**config.mk**
```make
export PLATFORM = sky130hd
export DESIGN_NAME = renode_bus_responder
export DESIGN_NICKNAME = d
export VERILOG_FILES = /design/src/rtl/renode_bus_responder.sv
export SDC_FILE = /design/constraint.sdc
export NUM_CORES = 2
export LEC_CHECK = 0
export ABC_AREA = 1
export CAP_MARGIN = 20
export CORE_MARGIN = 2
export CORE_UTILIZATION = 40
export DETAILED_ROUTE_END_ITERATION = 8
export HOLD_SLACK_MARGIN = 0.08
export PLACE_DENSITY = 0.67
export SYNTH_ARGS = -nofsm -noshare
export SYNTH_HDL_FRONTEND = slang
export SYNTH_SLANG_ARGS = --single-unit
```
**constraint.sdc**
```tcl
create_clock -name clk -period 6.55 [get_ports clk]
set_input_delay 1.31 -clock clk [delete_from_list [all_inputs] [get_ports clk]]
set_output_delay 1.31 -clock clk [all_outputs]
set_load 0.02 [all_outputs]
```
**src/rtl/renode_bus_responder.sv**
```systemverilog
// renode_bus_responder
//   Register-bank target for bus transactions issued from the Renode
//   bus-controller path. One request in flight at a time: IDLE accepts and
//   decodes it, WAIT burns WaitStates cycles, RESP holds the response until it
//   is taken. Sizes are Byte/Word/DoubleWord/QuadWord (req_size 0..3).
//
//   Optional feature macro: RENODE_RESPONDER_IRQ_EN
//     When defined, the last register is a doorbell and the irq output exists.
//     A successful write that leaves the doorbell nonzero sets irq; one that
//     leaves it zero clears it. irq is a sticky registered level.
//
// Ports
//   clk, rst_n            clock (rising edge), async active-low reset
//   req_valid/req_ready   request handshake; ready only in IDLE
//   req_write             1 = write, 0 = read
//   req_size              0 B, 1 W, 2 DW, 3 QW
//   req_addr              byte address (AddressWidth bits)
//   req_data              write data, right-aligned
//   rsp_valid/rsp_ready   response handshake
//   rsp_error             access rejected (range / below base / misaligned)
//   rsp_data              read data, right-aligned, zero-extended; 0 otherwise
//   irq                   doorbell interrupt (RENODE_RESPONDER_IRQ_EN only)
module renode_bus_responder #(
    parameter int unsigned                AddressWidth  = 32,
    parameter logic [AddressWidth-1:0]    BaseAddress   = '0,
    parameter int unsigned                RegisterCount = 16,
    parameter int unsigned                WaitStates    = 2
) (
    input  logic                    clk,
    input  logic                    rst_n,
    input  logic                    req_valid,
    output logic                    req_ready,
    input  logic                    req_write,
    input  logic [1:0]              req_size,
    input  logic [AddressWidth-1:0] req_addr,
    input  logic [63:0]             req_data,
    output logic                    rsp_valid,
    input  logic                    rsp_ready,
    output logic                    rsp_error,
    output logic [63:0]             rsp_data
`ifdef RENODE_RESPONDER_IRQ_EN
    ,
    output logic                    irq
`endif
);

    localparam int unsigned IW = (RegisterCount > 1) ? $clog2(RegisterCount) : 1;
    localparam logic [AddressWidth:0] Limit = (AddressWidth+1)'(RegisterCount * 8);
    localparam logic [5:0] WaitLoad = 6'(WaitStates - 1);
    localparam bit NoWait = (WaitStates == 0);
    localparam logic [IW-1:0] DoorbellIdx = IW'(RegisterCount - 1);

    typedef enum logic [1:0] {S_IDLE, S_WAIT, S_RESP} state_t;

    typedef struct packed {
        logic          write;
        logic          err;
        logic [IW-1:0] idx;
        logic [2:0]    lane;
        logic [1:0]    size;
        logic [63:0]   data;
    } req_t;

    state_t state, state_nxt;
    logic [5:0] cnt;
    req_t dec, held, cur;
    logic accept, enter_resp;
    logic [AddressWidth-1:0] off;
    logic misaligned;
    logic [63:0] regs [RegisterCount];
    logic [7:0]  bmask;
    logic [63:0] wmask, smask, wshift, merged, rdata;
    logic [5:0]  shamt;
    logic [63:0] rsp_data_q;
    logic        rsp_error_q;

    // Decode straight off the request pins; only meaningful while IDLE.
    always_comb begin
        off = req_addr - BaseAddress;
        case (req_size)
            2'd1:    misaligned = off[0];
            2'd2:    misaligned = |off[1:0];
            2'd3:    misaligned = |off[2:0];
            default: misaligned = 1'b0;
        endcase
        dec.write = req_write;
        dec.size  = req_size;
        dec.data  = req_data;
        dec.lane  = off[2:0];
        dec.idx   = off[IW+2:3];
        // Below-base check stops an underflowed off from aliasing into range.
        dec.err   = (req_addr < BaseAddress) || ({1'b0, off} >= Limit) || misaligned;
    end

    // With zero wait states the commit happens on the accept edge, so the
    // live decode is used directly instead of the latched copy.
    assign cur = (state == S_IDLE) ? dec : held;

    always_comb begin
        case (cur.size)
            2'd0:    begin bmask = 8'h01; smask = 64'h0000_0000_0000_00ff; end
            2'd1:    begin bmask = 8'h03; smask = 64'h0000_0000_0000_ffff; end
            2'd2:    begin bmask = 8'h0f; smask = 64'h0000_0000_ffff_ffff; end
            default: begin bmask = 8'hff; smask = '1; end
        endcase
        bmask = bmask << cur.lane;
        wmask = '0;
        for (int b = 0; b < 8; b++) wmask[b*8 +: 8] = {8{bmask[b]}};
        shamt  = {cur.lane, 3'b000};
        wshift = cur.data << shamt;
        merged = (regs[cur.idx] & ~wmask) | (wshift & wmask);
        rdata  = (regs[cur.idx] >> shamt) & smask;
    end

    always_comb begin
        state_nxt  = state;
        accept     = 1'b0;
        enter_resp = 1'b0;
        case (state)
            S_IDLE: if (req_valid) begin
                accept = 1'b1;
                if (NoWait) begin
                    state_nxt  = S_RESP;
                    enter_resp = 1'b1;
                end else begin
                    state_nxt = S_WAIT;
                end
            end
            S_WAIT: if (cnt == 6'd0) begin
                state_nxt  = S_RESP;
                enter_resp = 1'b1;
            end
            S_RESP: if (rsp_ready) state_nxt = S_IDLE;
            default: state_nxt = S_IDLE;
        endcase
    end

    always_ff @(posedge clk or negedge rst_n) begin
        if (!rst_n) begin
            state       <= S_IDLE;
            cnt         <= '0;
            held        <= '0;
            rsp_error_q <= 1'b0;
            rsp_data_q  <= '0;
            for (int i = 0; i < int'(RegisterCount); i++) regs[i] <= '0;
        end else begin
            state <= state_nxt;
            if (accept) begin
                held <= dec;
                cnt  <= WaitLoad;
            end else if (state == S_WAIT && cnt != 6'd0) begin
                cnt <= cnt - 6'd1;
            end
            if (enter_resp) begin
                rsp_error_q <= cur.err;
                rsp_data_q  <= (cur.err || cur.write) ? 64'd0 : rdata;
                if (!cur.err && cur.write) regs[cur.idx] <= merged;
            end else if (state == S_RESP && rsp_ready) begin
                rsp_error_q <= 1'b0;
                rsp_data_q  <= '0;
            end
        end
    end

`ifdef RENODE_RESPONDER_IRQ_EN
    always_ff @(posedge clk or negedge rst_n) begin
        if (!rst_n)
            irq <= 1'b0;
        else if (enter_resp && !cur.err && cur.write && cur.idx == DoorbellIdx)
            irq <= |merged;
    end
`else
    logic unused_doorbell;
    assign unused_doorbell = ^DoorbellIdx;
`endif

    assign req_ready = (state == S_IDLE);
    assign rsp_valid = (state == S_RESP);
    assign rsp_error = rsp_error_q;
    assign rsp_data  = rsp_data_q;

endmodule

```
==> summary.txt <==
violation count after the first detailed-route iteration = 6124
later-pin clock latency in the skew report = 0.78 ns
slew at the pin with the worst max-slew slack = 1.18 ns
Post-synth EDFFs = 0
worst endpoint data arrival time = 5.40 ns
outcome = finished, final reports clean
Synth area leader = sky130_fd_sc_hd__dfrtp_1
critical path peak fanout = 71
post-synthesis net count = 8782
final HPWL from detailed placement = 123000 microns
Max Root-Sink Buffers = 3
depth of the worst register-to-register path = 11
CTS HTree Levels = 3
number of buffers inserted for hold repair after clock tree synthesis = 0
setup repair after global routing missed its margin = no
Resized cells post-CTS = 0
post-synthesis sequential area ratio = 0.480
vias post-DR = 55330
CP required = 7.19 ns
Final TNS setup = 0 ns
Setup Viol. Count Final = 0
port buffer count = 169
Max Fclk = 210 MHz
area of the core = 0.152 sq mm
slowest stage cell, crit path = sky130_fd_sc_hd__o21ai_0
final weighted congestion of routability-driven global placement = 0.969
slew margin rel. = 0.206
HP Class = register to register
category of the critical setup timing path = register to register
WL/cell = 19.2 microns
residual DRC count = 0
Routed Antenna Nets = 0
width of the die = 395 microns
synth warn = 0
post-detailed-route via-to-cell ratio = 5.21
FF+latch count, synth = 1172
Post-Route Skew = 0.0292 ns
Post-synth ARST share = 1.00
CTS tree = yes
CP startpoint kind = register
clock sink total = 1172
Min Clock Period, post-route = 4.76 ns
first-pass GRT wire length = 314000 microns
number of instances in the synthesized netlist = 8677
Total Routing Usage GR = 0.257
Die Y-Extent = 395 microns
Syn Std Cell Area = 0.0612 sq mm
wire length reported by the detailed router = 203000 microns
maximum number of pins on one net before global-route repair = 172
Area growth syn-to-layout = 11.3%
via count of the first global-routing pass = 51797
effective utilization at floorplan = 0.403
worst hold path stage count = 2
Unique masters post-synth = 46
Main synth FF type = sky130_fd_sc_hd__dfrtp_1
clock buffer count from CTS = 121
cell chosen for the clock root = sky130_fd_sc_hd__clkbuf_16
diodes inserted = 0
antenna violations before repair = 5
Post-Synthesis Mean Instance Area = 7.05 sq um
number of nets in the final layout = 8596
final instance count without filler cells = 10613
cell types with the largest area share after synthesis = sky130_fd_sc_hd__dfrtp_1 48%, sky130_fd_sc_hd__nand2_1 24%, sky130_fd_sc_hd__o21ai_0 11%
Detailed Routing Iterations Pass 1 = 6
endpoints failing hold = 0
top-area cell type share of the netlist area = 0.480
type of destination of the critical path = register
layout cell share with drive strength beyond 1 = 0.0488
final global-route overflow total = 0
Cell Count Post-Placement = 10398
number of maximum-capacitance violations = 0
ratio of final minimum period to clock period = 0.727
full die area = 0.156 sq mm
CTS clk-pin slew, worst paths = 0.06 ns
number of primary I/O pins = 170
number of buffers inserted to repair setup after CTS = 0
# rows = 143
maximum cell stage delay along the critical path = 0.94 ns
number of slew-limit violations in the final report = 0
list of cells traversed by the critical path = nor2_4 > buf_4 > nand2_1 > o21ai_0 > inv_1 > o21ai_0 > o22ai_1 > o21ai_0 > nand2_1 > nand3_1 > nand2_1
==> critical path: cells and delay by family (launching register included) <==
kind | cells | cell delay, ns
DFF | 1 | 0.43
AOI/OAI and AO/OA | 4 | 1.71
and+or+nand+nor | 5 | 1.62
buffers and inverters | 2 | 0.81
==> cell type report <==
cell class / count / area [sq um]
inverters: 944 / 3560
clock inverters: 36 / 459
flip-flops and latches: 1172 / 29300
well taps: 2030 / 2540
fillers: 15235 / 83800
multi-input cells: 5969 / 25700
clock buffers: 179 / 3540
repair buffers: 283 / 2920
==> per-layer routing <==
layer / track usage / routed length [microns] / share of wire / vias to the layer above
li1: - / - / - / 26397
met1: 0.342 / 84500 / 0.42 / 26360
met2: 0.413 / 93700 / 0.46 / 2110
met3: 0.0466 / 16000 / 0.079 / 455
met4: 0.107 / 8990 / 0.044 / 8
met5: 0 / 45 / 0.00022 / -
==> registers in the layout, summed over array words and instances (netlist names) <==
signal and cells:
cnt 6, regs 1024, state 2, rsp_error 1, held 75, rsp_data 64
==> layout by cell type (no fill, tap or decap), drive strengths merged, types with 4 or more instances in the layout <==
cell and count:
a21oi 35, o21ai 1450, a221oi 6, inv 950, a31oi 4, clkdlybuf4s50 168
nand3b 11, o211ai 9, o2111ai 9, bufinv 7, or2 8, nand2 3874
clkbuf 179, clkinv 21, nand3 329, o22ai 20, nor4 9, nor2 170
buf 115, mux2i 10, a21boi 7, dfrtp 1172
==> cell families after synthesis <==
group / count (synthesis) / share of synthesized area
mux: 10 / 0.00164
simple gates: 4407 / 0.281
fa+ha+maj: 2 / 0.000409
compound gates: 1550 / 0.133
flops: 1172 / 0.480
buf+inv: 1536 / 0.104
==> per-stage QoR <==
| stage | util | hold WS [ns] | instance area (sq um) | setup WS, ns |
|---|---|---|---|---|
| after detailed placement | 0.422 | 0.461 | 64100 | 1.14 |
| after global placement | 0.422 | 0.456 | 64100 | 1.16 |
| after CTS | 0.448 | 0.477 | 68100 | 1.96 |
| final | 0.448 | 0.475 | 68100 | 1.79 |
| after floorplan | - | 0.444 | 61200 | 3.46 |
| after global routing | 0.448 | 0.494 | 68100 | 1.71 |
==> Yosys cell counts (2+ instances only) <==
library cell                number
sky130_fd_sc_hd__buf_4          41
sky130_fd_sc_hd__a21boi_0        7
sky130_fd_sc_hd__inv_2           9
sky130_fd_sc_hd__o21ai_1       115
sky130_fd_sc_hd__nor2_2         12
sky130_fd_sc_hd__nand3b_1       11
sky130_fd_sc_hd__o21a_1          2
sky130_fd_sc_hd__buf_1          18
sky130_fd_sc_hd__o211ai_1        8
sky130_fd_sc_hd__a21oi_2         5
sky130_fd_sc_hd__nand2_1      3864
sky130_fd_sc_hd__o21ai_0      1286
sky130_fd_sc_hd__o22ai_1        20
sky130_fd_sc_hd__o21ai_2        47
sky130_fd_sc_hd__nor3_1          3
sky130_fd_sc_hd__nand3_1       329
sky130_fd_sc_hd__dfrtp_1      1172
sky130_fd_sc_hd__a21oi_1        30
sky130_fd_sc_hd__a221oi_1        6
sky130_fd_sc_hd__clkbuf_1      286
sky130_fd_sc_hd__o32ai_1         2
sky130_fd_sc_hd__nand2_4         3
sky130_fd_sc_hd__o2111ai_1       9
sky130_fd_sc_hd__ha_1            2
sky130_fd_sc_hd__inv_1         932
sky130_fd_sc_hd__buf_6          19
sky130_fd_sc_hd__mux2i_1        10
sky130_fd_sc_hd__nor4_1          6
sky130_fd_sc_hd__nor4_4          3
sky130_fd_sc_hd__a31oi_1         4
sky130_fd_sc_hd__or2_1           5
sky130_fd_sc_hd__nor2_4          4
sky130_fd_sc_hd__o21ai_4         2
sky130_fd_sc_hd__inv_4           2
sky130_fd_sc_hd__or2_2           3
sky130_fd_sc_hd__buf_2         227
sky130_fd_sc_hd__nor2_1        154
sky130_fd_sc_hd__o221ai_1        3
sky130_fd_sc_hd__nand2_2         7
sky130_fd_sc_hd__nand4_1         3
==> path summary, 6_finish.rpt <==
path	startpoint	end	slack [ns]
max	state[0]	regs[880]	1.79
min	regs[880]	regs[880]	0.48
max reg2reg	state[0]	regs[880]	1.79
min reg2reg	regs[880]	regs[880]	0.48
max in group asynchronous	rst_n	held[23]	4.46
min in group asynchronous	rst_n	regs[879]	0.60
Power is not shown: default switching activity piles up to over one toggle a cycle in this logic, so the estimate is an artifact.
